**src/rtl/acc_pkg.sv**
```systemverilog
// Shared types and defaults for the accumulator round scheduler.
package acc_pkg;

  // Scheduler states; one round walks StKey -> StIntt -> StDecomp -> StNtt -> StNext.
  typedef enum logic [2:0] {
    StIdle,
    StKey,
    StIntt,
    StDecomp,
    StNtt,
    StNext,
    StFin
  } acc_state_e;

  localparam int unsigned DecompWaitDefault = 9;
  localparam int unsigned TimeoutDefault    = 65535;

  // Number of bits needed to hold max_val (at least 1).
  function automatic int unsigned cnt_width(input int unsigned max_val);
    int unsigned w;
    w = 1;
    while ((max_val >> w) != 0) begin
      w++;
    end
    return w;
  endfunction

endpackage

```
**src/rtl/acc_wait_counter.sv**
```systemverilog
// Loadable down-counter shared by the decompose delay and the watchdog.
// tc is high while the count is zero; the count holds at zero.
module acc_wait_counter #(
  parameter int unsigned WIDTH = 8
) (
  input  logic             clk,
  input  logic             reset,
  input  logic             load,
  input  logic [WIDTH-1:0] load_val,
  input  logic             enable,
  output logic             tc
);

  logic [WIDTH-1:0] cnt_q, cnt_d;

  // Load has priority over counting.
  always_comb begin
    cnt_d = cnt_q;
    if (load) begin
      cnt_d = load_val;
    end else if (enable && (cnt_q != '0)) begin
      cnt_d = cnt_q - 1'b1;
    end
  end

  // Count register.
  always_ff @(posedge clk or posedge reset) begin
    if (reset) begin
      cnt_q <= '0;
    end else begin
      cnt_q <= cnt_d;
    end
  end

  assign tc = (cnt_q == '0);

endmodule

```
**src/rtl/acc_round_scheduler.sv**
```systemverilog
// Round scheduler for key-switch accumulation: per round fetch a key, run
// INTT, wait for decompose, run NTT. Optional watchdog on the KEY/INTT/NTT
// waits is enabled by defining ACC_ROUND_TIMEOUT_EN.
module acc_round_scheduler
  import acc_pkg::*;
#(
  parameter int unsigned ROUND_W     = 10,
  parameter int unsigned DECOMP_WAIT = DecompWaitDefault,
  parameter int unsigned TIMEOUT_CYC = TimeoutDefault
) (
  input  logic               clk,
  input  logic               reset,
  input  logic               start,
  input  logic               abort,
  input  logic [ROUND_W-1:0] n_rounds,
  output logic               key_req,
  input  logic               key_ack,
  output logic [ROUND_W-1:0] key_idx,
  output logic               intt_start,
  input  logic               intt_done,
  output logic               ntt_start,
  input  logic               ntt_done,
  output logic               busy,
  output logic               done_acc,
  output logic               done,
  output logic [ROUND_W-1:0] round_cnt,
  output logic               timeout_err
);

`ifdef ACC_ROUND_TIMEOUT_EN
  localparam int unsigned MaxLoad = (TIMEOUT_CYC > DECOMP_WAIT) ? TIMEOUT_CYC : DECOMP_WAIT;
`else
  localparam int unsigned MaxLoad = DECOMP_WAIT;
`endif
  localparam int unsigned CntW = cnt_width(MaxLoad);

  if (DECOMP_WAIT < 1 || DECOMP_WAIT > 255 || TIMEOUT_CYC < 1) begin : g_bad_param
    $error("acc_round_scheduler: DECOMP_WAIT must be 1..255 and TIMEOUT_CYC nonzero");
  end

  acc_state_e         state_q, state_d;
  logic [ROUND_W-1:0] n_lat_q, n_lat_d;
  logic [ROUND_W-1:0] round_cnt_q, round_cnt_d;
  logic [ROUND_W-1:0] round_inc;
  logic               entry_q;  // first cycle after a state change
  logic               wc_load;
  logic               wc_enable;
  logic [CntW-1:0]    wc_load_val;
  logic               wc_tc;
  logic               wd_expired;

  assign round_inc = round_cnt_q + 1'b1;
  assign wc_load   = (state_d != state_q);

`ifdef ACC_ROUND_TIMEOUT_EN
  logic watch_state;
  logic terr_q, terr_d;

  assign watch_state = (state_q == StKey) || (state_q == StIntt) || (state_q == StNtt);
  assign wd_expired  = watch_state & wc_tc;
  assign wc_enable   = (state_q == StDecomp) | watch_state;
  assign wc_load_val = (state_d == StDecomp) ? CntW'(DECOMP_WAIT - 1) : CntW'(TIMEOUT_CYC - 1);

  // Sticky timeout flag: cleared by an accepted start, abort blocks both edits.
  always_comb begin
    terr_d = terr_q;
    if (!abort) begin
      if ((state_q == StIdle) && start) begin
        terr_d = 1'b0;
      end else if (wd_expired) begin
        terr_d = 1'b1;
      end
    end
  end

  // Timeout flag register.
  always_ff @(posedge clk or posedge reset) begin
    if (reset) begin
      terr_q <= 1'b0;
    end else begin
      terr_q <= terr_d;
    end
  end

  assign timeout_err = terr_q;
`else
  assign wd_expired  = 1'b0;
  assign wc_enable   = (state_q == StDecomp);
  assign wc_load_val = CntW'(DECOMP_WAIT - 1);
  assign timeout_err = 1'b0;
`endif

  // Reloaded on every state change: decompose delay in StDecomp, watchdog elsewhere.
  acc_wait_counter #(
    .WIDTH (CntW)
  ) u_wait_counter (
    .clk      (clk),
    .reset    (reset),
    .load     (wc_load),
    .load_val (wc_load_val),
    .enable   (wc_enable),
    .tc       (wc_tc)
  );

  // Next-state logic; abort overrides every transition and register update.
  always_comb begin
    state_d     = state_q;
    n_lat_d     = n_lat_q;
    round_cnt_d = round_cnt_q;
    unique case (state_q)
      StIdle: begin
        if (start) begin
          n_lat_d     = n_rounds;
          round_cnt_d = '0;
          state_d     = (n_rounds == '0) ? StFin : StKey;
        end
      end
      StKey: begin
        if (key_ack) begin
          state_d = StIntt;
        end else if (wd_expired) begin
          state_d = StIdle;
        end
      end
      StIntt: begin
        if (intt_done) begin
          state_d = StDecomp;
        end else if (wd_expired) begin
          state_d = StIdle;
        end
      end
      StDecomp: begin
        if (wc_tc) begin
          state_d = StNtt;
        end
      end
      StNtt: begin
        if (ntt_done) begin
          state_d = StNext;
        end else if (wd_expired) begin
          state_d = StIdle;
        end
      end
      StNext: begin
        round_cnt_d = round_inc;
        state_d     = (round_inc == n_lat_q) ? StFin : StKey;
      end
      StFin: begin
        state_d = StIdle;
      end
      default: begin
        state_d = StIdle;
      end
    endcase
    if (abort) begin
      state_d     = StIdle;
      n_lat_d     = n_lat_q;
      round_cnt_d = round_cnt_q;
    end
  end

  // State, latched round count and progress registers.
  always_ff @(posedge clk or posedge reset) begin
    if (reset) begin
      state_q     <= StIdle;
      n_lat_q     <= '0;
      round_cnt_q <= '0;
      entry_q     <= 1'b0;
    end else begin
      state_q     <= state_d;
      n_lat_q     <= n_lat_d;
      round_cnt_q <= round_cnt_d;
      entry_q     <= (state_d != state_q);
    end
  end

  // Outputs decode from registered state only.
  always_comb begin
    busy       = (state_q != StIdle);
    key_req    = (state_q == StKey);
    intt_start = (state_q == StIntt) && entry_q;
    ntt_start  = (state_q == StNtt) && entry_q;
    done_acc   = (state_q == StNtt) && (round_cnt_q == (n_lat_q - 1'b1));
    done       = (state_q == StFin);
    key_idx    = round_cnt_q;
    round_cnt  = round_cnt_q;
  end

endmodule

```
**config.mk**
```make
export PLATFORM = sky130hd
export DESIGN_NAME = acc_round_scheduler
export DESIGN_NICKNAME = d
export VERILOG_FILES = /design/src/rtl/acc_pkg.sv /design/src/rtl/acc_wait_counter.sv /design/src/rtl/acc_round_scheduler.sv
export SDC_FILE = /design/constraint.sdc
export NUM_CORES = 1
export LEC_CHECK = 0
export CORE_MARGIN = 1
export CORE_UTILIZATION = 40
export CTS_BUF_LIST = sky130_fd_sc_hd__clkbuf_8
export DETAILED_ROUTE_END_ITERATION = 6
export PLACE_DENSITY = 0.61
export SLEW_MARGIN = 30
export SYNTH_ARGS = -nofsm -noshare
export SYNTH_HDL_FRONTEND = slang
export SYNTH_HIERARCHICAL = 1
export SYNTH_SLANG_ARGS = --single-unit
export TNS_END_PERCENT = 20
```
**constraint.sdc**
```tcl
create_clock -name clk -period 3.11 [get_ports clk]
set_input_delay 0.7775 -clock clk [delete_from_list [all_inputs] [get_ports clk]]
set_output_delay 0.7775 -clock clk [all_outputs]
set_load 0.01 [all_outputs]
```
======== Word level (Yosys, flattened, before mapping) ========
Cells that the tools add are included.
operators by class
  add/sub/neg operators ................... 3
  equality and inequality tests ........... 10
  multiplexer cells ....................... 13
  bitwise logic cells ..................... 1
  reduce and logical (&&, ||, !) cells .... 13
operator list
  kind                     number
  $mux W3                  8
  $eq A10 B10 Y1           2
  $pmux W10 S2             1
  $pmux W3 S6              1
  $add A10 B1 Y10 const B  1
  $logic_not A10 Y1        1
  $mux W10                 1
  $sub A10 B1 Y10 const B  1
  $eq A3 B3 Y1 const B     3
  $mux W4                  2
  $eq A3 B2 Y1 const B     2
  $reduce_and A3 Y1        2
  $logic_and A1 B1 Y1      4
  $logic_not A4 Y1         1
  $reduce_bool A2 Y1       2
  $reduce_bool A4 Y1       1
  $sub A4 B1 Y4 const B    1
  $eq A3 B1 Y1 const B     1
  $logic_not A3 Y1         1
  $ne A3 B3 Y1             1
  $reduce_bool A3 Y1       1
  $ne A2 B2 Y1 const B     1
  $not A1 Y1               1
word-level totals
  bits in registers ....................... 28
  input port bits ......................... 17
  output and inout bits ................... 27
  logic and storage cells ................. 45

======== Longest topological paths before layout ========
  depth in word-level cells ............... 7
  gate-level depth with buffers ........... 13
  depth with buffers taken out ............ 12

======== By module ========
The synthesis kept the hierarchy.
modules (own cells, without submodules)
  module               times used  cells each  area an instance (µm²)
  acc_round_scheduler  1           239         2,058.2
  acc_wait_counter     1           28          261.5

======== Least setup slack after synthesis ========
No wires, ideal clock.
  kind .................................... register -> register
  from .................................... register u_wait_counter.cnt_q[0]
  to ...................................... register u_wait_counter.cnt_q[3]
  data arrival time ....................... 2.717 ns
  data required time ...................... 2.984 ns
  path slack .............................. 0.267 ns
  stages on the path, launching flop included .. 13
  buffers on the path ..................... 1
  path through ............................ dfrtp_1 -> inv_1 -> ha_1 -> or3b_4 -> inv_1 -> nand2b_1 -> a21oi_1 -> a311oi_1 -> nand4_1 -> a32oi_1 -> clkbuf_1 -> nor3_1 -> a221o_1
on the way
  longest elaborated chain between the ends .. 6
  elaborated cells between the ends (all ways) .. 11
RTL lines
  item                                                  RTL line                    text
  start: declaration                                    acc_wait_counter.sv:14      logic [WIDTH-1:0] cnt_q, cnt_d;
  start signal: assignment                              acc_wait_counter.sv:31      cnt_q <= cnt_d;
  $logic_not A4 Y1 (*)                                  acc_wait_counter.sv:35      assign tc = (cnt_q == '0);
  net wc_tc                                             acc_round_scheduler.sv:49   logic wc_tc;
  $mux W3 (*)                                           acc_round_scheduler.sv:133  if (wc_tc) begin
  $pmux W3 S6 (*)                                       acc_round_scheduler.sv:110  unique case (state_q)
  $mux W3 (*)                                           acc_round_scheduler.sv:155  if (abort) begin
  $ne A3 B3 Y1 (*)                                      acc_round_scheduler.sv:53   assign wc_load = (state_d != state_q);
  net wc_load                                           acc_round_scheduler.sv:46   logic wc_load;
  $mux W4 / $reduce_bool A2 Y1 (equally long branches)  -
The timed path passes the listed nets; every way through them passes the cells marked *. The select of a mux whose other input is x is not followed.
A chain may end at the register's enable or synchronous reset.

======== Worst setup path after layout ========
  from .................................... register n_lat_q[2]
  to ...................................... output port done_acc
on the way
  longest elaborated chain between the ends .. 3
RTL lines
  item                      RTL line                    text
  start: declaration        acc_round_scheduler.sv:42   logic [ROUND_W-1:0] n_lat_q, n_lat_d;
  start signal: assignment  acc_round_scheduler.sv:171  n_lat_q <= n_lat_d;
  $sub A10 B1 Y10           acc_round_scheduler.sv:183  done_acc = (state_q == StNtt) && (round_cnt_q == (n_lat_q - 1'b1));
  $eq A10 B10 Y1            acc_round_scheduler.sv:183
  $logic_and A1 B1 Y1       acc_round_scheduler.sv:183
  end: declaration          acc_round_scheduler.sv:24   output logic done_acc,
No other way between the ends.

==> results.cfg <==
[status]
status = finished, final reports clean

[clocking]
htree_levels = 1
numCtsBuffers = 3
clk_latency_ps = 280
cts_tree = built
clockBufferDepth = 2
cts_sinks = 28
cts.clk_slew.worst_paths_ps = 100
clockRootBuffer = clkbuf_8

[die]
core_area_mm2 = 0.005540
io_pins = 44
die_y_um = 78.16
initial_core_util_pct = 41.87
die_w_um = 78.16
rows = 27
dieArea_mm2 = 0.006108

[drt]
wl_um = 5441
wirelength_met1_um = 2711
viasPerCell = 5.413
first_iter_violations = 115
drc = 0
wl_met2_um = 2429
post_drt_wl_per_cell_um = 14.39
ant_nets = 0
vias = 2046
top_layer_used = met4
wl_met3_um = 250
first_pass_iters = 4

[power_and_ir_drop]
pwr-share-comb_pct = 40.3
p_leak_nw = 1.127
swShare_pct = 34.76
power_w = 0.001342
p_clk_share_pct = 22.0
p_switching_w = 0.0004665
powerDensity_mw_per_mm2 = 470.2
seqPwrFrac_pct = 37.7
power.internal_w = 0.0008756
ir_worst_vdd_mv = 0.3203

[finish]
nNetsFinal = 327
area_growth_pct = 23.03
antenna_cells = 0
finalInstanceArea_mm2 = 0.002854
layout-drive-gt1-share_pct = 17.97
final_cells = 378

[hold_path]
hold_class = reg -> reg

[sta]
setup-tns-final_ps = 0
hold_viol_final = 0
max_freq_mhz = 331.3
clock_skew_ps = 1.934
finalCriticalPeriod_ps = 3018
final_max_slew_viol_count = 0
worst_slew_pin_slew_ps = 512.6
max_slew_margin_pct = 65.70
setup_viol = 0
timing.final.crit_share_pct = 97.06

[setup_path]
cp.arrival_ps = 2240
cp_slowest_stage_delay_ps = 420
worstPathMaxFanout = 3
cp_top_family = simple AND/OR/NAND/NOR gates
crit_type = reg -> out
slowest_stage = dfrtp_1
path_buf_inv = 1
cp-start-kind = flop
critPathCaptureType = primary output
cp.required_ps = 2330
crit_chain = nor3_4, nand3_1, or3b_1, a311oi_2, o221a_1, dlygate4sd2_1

[logic_synthesis]
synth_edf_count = 0
ys_ff_latch = 28
yosysWarnings = 6
synthArstFlopShare_pct = 100.0
seq_area_frac_synth_pct = 30.20
synth_ff_type = dfrtp_1
synth.avg_cell_area_um2 = 8.688
synth.distinct_cells = 62
syn_inst = 267
syn_area_mm2 = 0.002320

[global_route]
grt_max_degree = 25
grt_usage_pct = 18.28
antenna_found_initial = 0
first_global_vias = 1817
gr-total-overflow = 0
grt_pass1_wl_um = 8818

[placement]
placed_area_mm2 = 0.002736
place_hpwl_um = 4069
place_congestion = 0.8038
numPlacedInstances = 372
io_buffers = 42

[job]
drv_cap = 0
==> synthesized netlist by cell type (all sizes together) (4+ instances only) <==
master	count	area [um^2]
a21oi	11	55.05
a31oi	6	37.54
and3	5	36.28
buf	24	204.0
clkbuf	5	28.77
dfrtp	28	700.7
inv	12	45.04
mux2	8	90.09
nand2	23	86.33
nand2b	7	43.79
nand3	10	55.05
nand4	4	25.02
nor2	25	101.4
nor3	7	51.30
nor3b	6	50.05
o21ai	20	100.1
xnor2	9	78.83
xor2	9	86.34
==> power groups by stage <==
stage                     logic (W)  clock network (W)  registers, W
final                      0.000541           0.000296      0.000506
after detailed placement   0.000513                  0      0.000515
after floorplan            0.000399                  0      0.000487
after global routing       0.000602           0.000314      0.000516
after CTS                  0.000533           0.000304      0.000506
after global placement     0.000507                  0      0.000513
==> metal layers <==
layer	global-route usage (%)	vias up
met5	0	-
met4	3.704	0
met3	3.023	7
met2	28.77	47
met1	26.22	975
li1	-	1017
==> cell usage in the layout, fill, tap and decap left out, types with 2 or more instances in the layout <==
cell type        count
and3_1               4
nand2_1             23
a31o_1               2
mux2_2               8
clkbuf_8             3
a211oi_2             2
ha_1                 2
o41ai_1              3
xor2_1               8
a311oi_2             2
buf_4               19
clkdlybuf4s50_1     41
nand3_1              9
a211o_1              2
a31oi_1              6
o21ai_1              3
nand4_1              4
nor3_1               5
nor3b_2              2
nor2_1              24
or3b_1               2
dfrtp_1             27
conb_1               5
xnor2_1              9
nor3b_1              4
o21ai_0             17
a21oi_1             11
nand3b_1             3
inv_1               12
nor4b_2              2
nand2b_1             7
==> sequential cells by signal (all words and copies together) (netlist names) <==
signal                flops
key_idx                  10
state_q                   3
n_lat_q                  10
entry_q                   1
u_wait_counter/cnt_q      4
==> logic make-up after synthesis <==
group / Yosys count / synth area share (%)
AOI/OAI and AO/OA: 62 / 18.07
DFF: 28 / 30.20
and+or+nand+nor: 104 / 26.38
xor gates and xnor gates: 18 / 7.120
buffers and inverters: 41 / 11.97
other: 2 / 0.3237
adders and majority gates: 3 / 1.618
muxes: 9 / 4.315
==> cell type report <==
cell class / instances / area (um^2)
Multi-Input combinational cell: 201 / 1384
Fill cell: 554 / 2686
Inverter: 12 / 45.04
Clock buffer: 3 / 41.29
Timing Repair Buffer: 61 / 561.8
Clock inverter: 1 / 30.03
Sequential cell: 28 / 701.9
Tap cell: 72 / 90.09
==> path summary, 6_finish.rpt <==
kind / startpoint / endpoint / slack, ps / cells after the start
worst max-delay path: n_lat_q[2] / done_acc / 90 / 6
worst min-delay path: n_lat_q[9] / n_lat_q[9] / 580 / 1
worst max register to register: u_wait_counter/cnt_q[0] / u_wait_counter/cnt_q[3] / 250 / 13
worst min register to register: n_lat_q[9] / n_lat_q[9] / 580 / 1
max in group asynchronous: reset / n_lat_q[3] / 1980 / 3
min in group asynchronous: reset / u_wait_counter/cnt_q[3] / 680 / 2
==> repair_timing <==
action	4_1_cts	5_1_grt
resized for setup	4	4
hold buffers	0	0
setup endpoints to repair	1	2
setup buffers	2	0
pin swaps	1	2
==> per-stage QoR <==
| step | hold slack, ps | setup WS [ps] | util (%) |
|---|---|---|---|
| 2_1_floorplan | 537.1 | 267.0 | - |
| 3_3_place_gp | 560.1 | -60.99 | 49.39 |
| 3_5_place_dp | 565.1 | -102.1 | 49.39 |
| 4_1_cts | 588.5 | 109.6 | 51.15 |
| 5_1_grt | 616.9 | -22.62 | 51.51 |
| 6_report | 581.7 | 91.55 | 51.51 |
(Power assumes the default switching activity.)
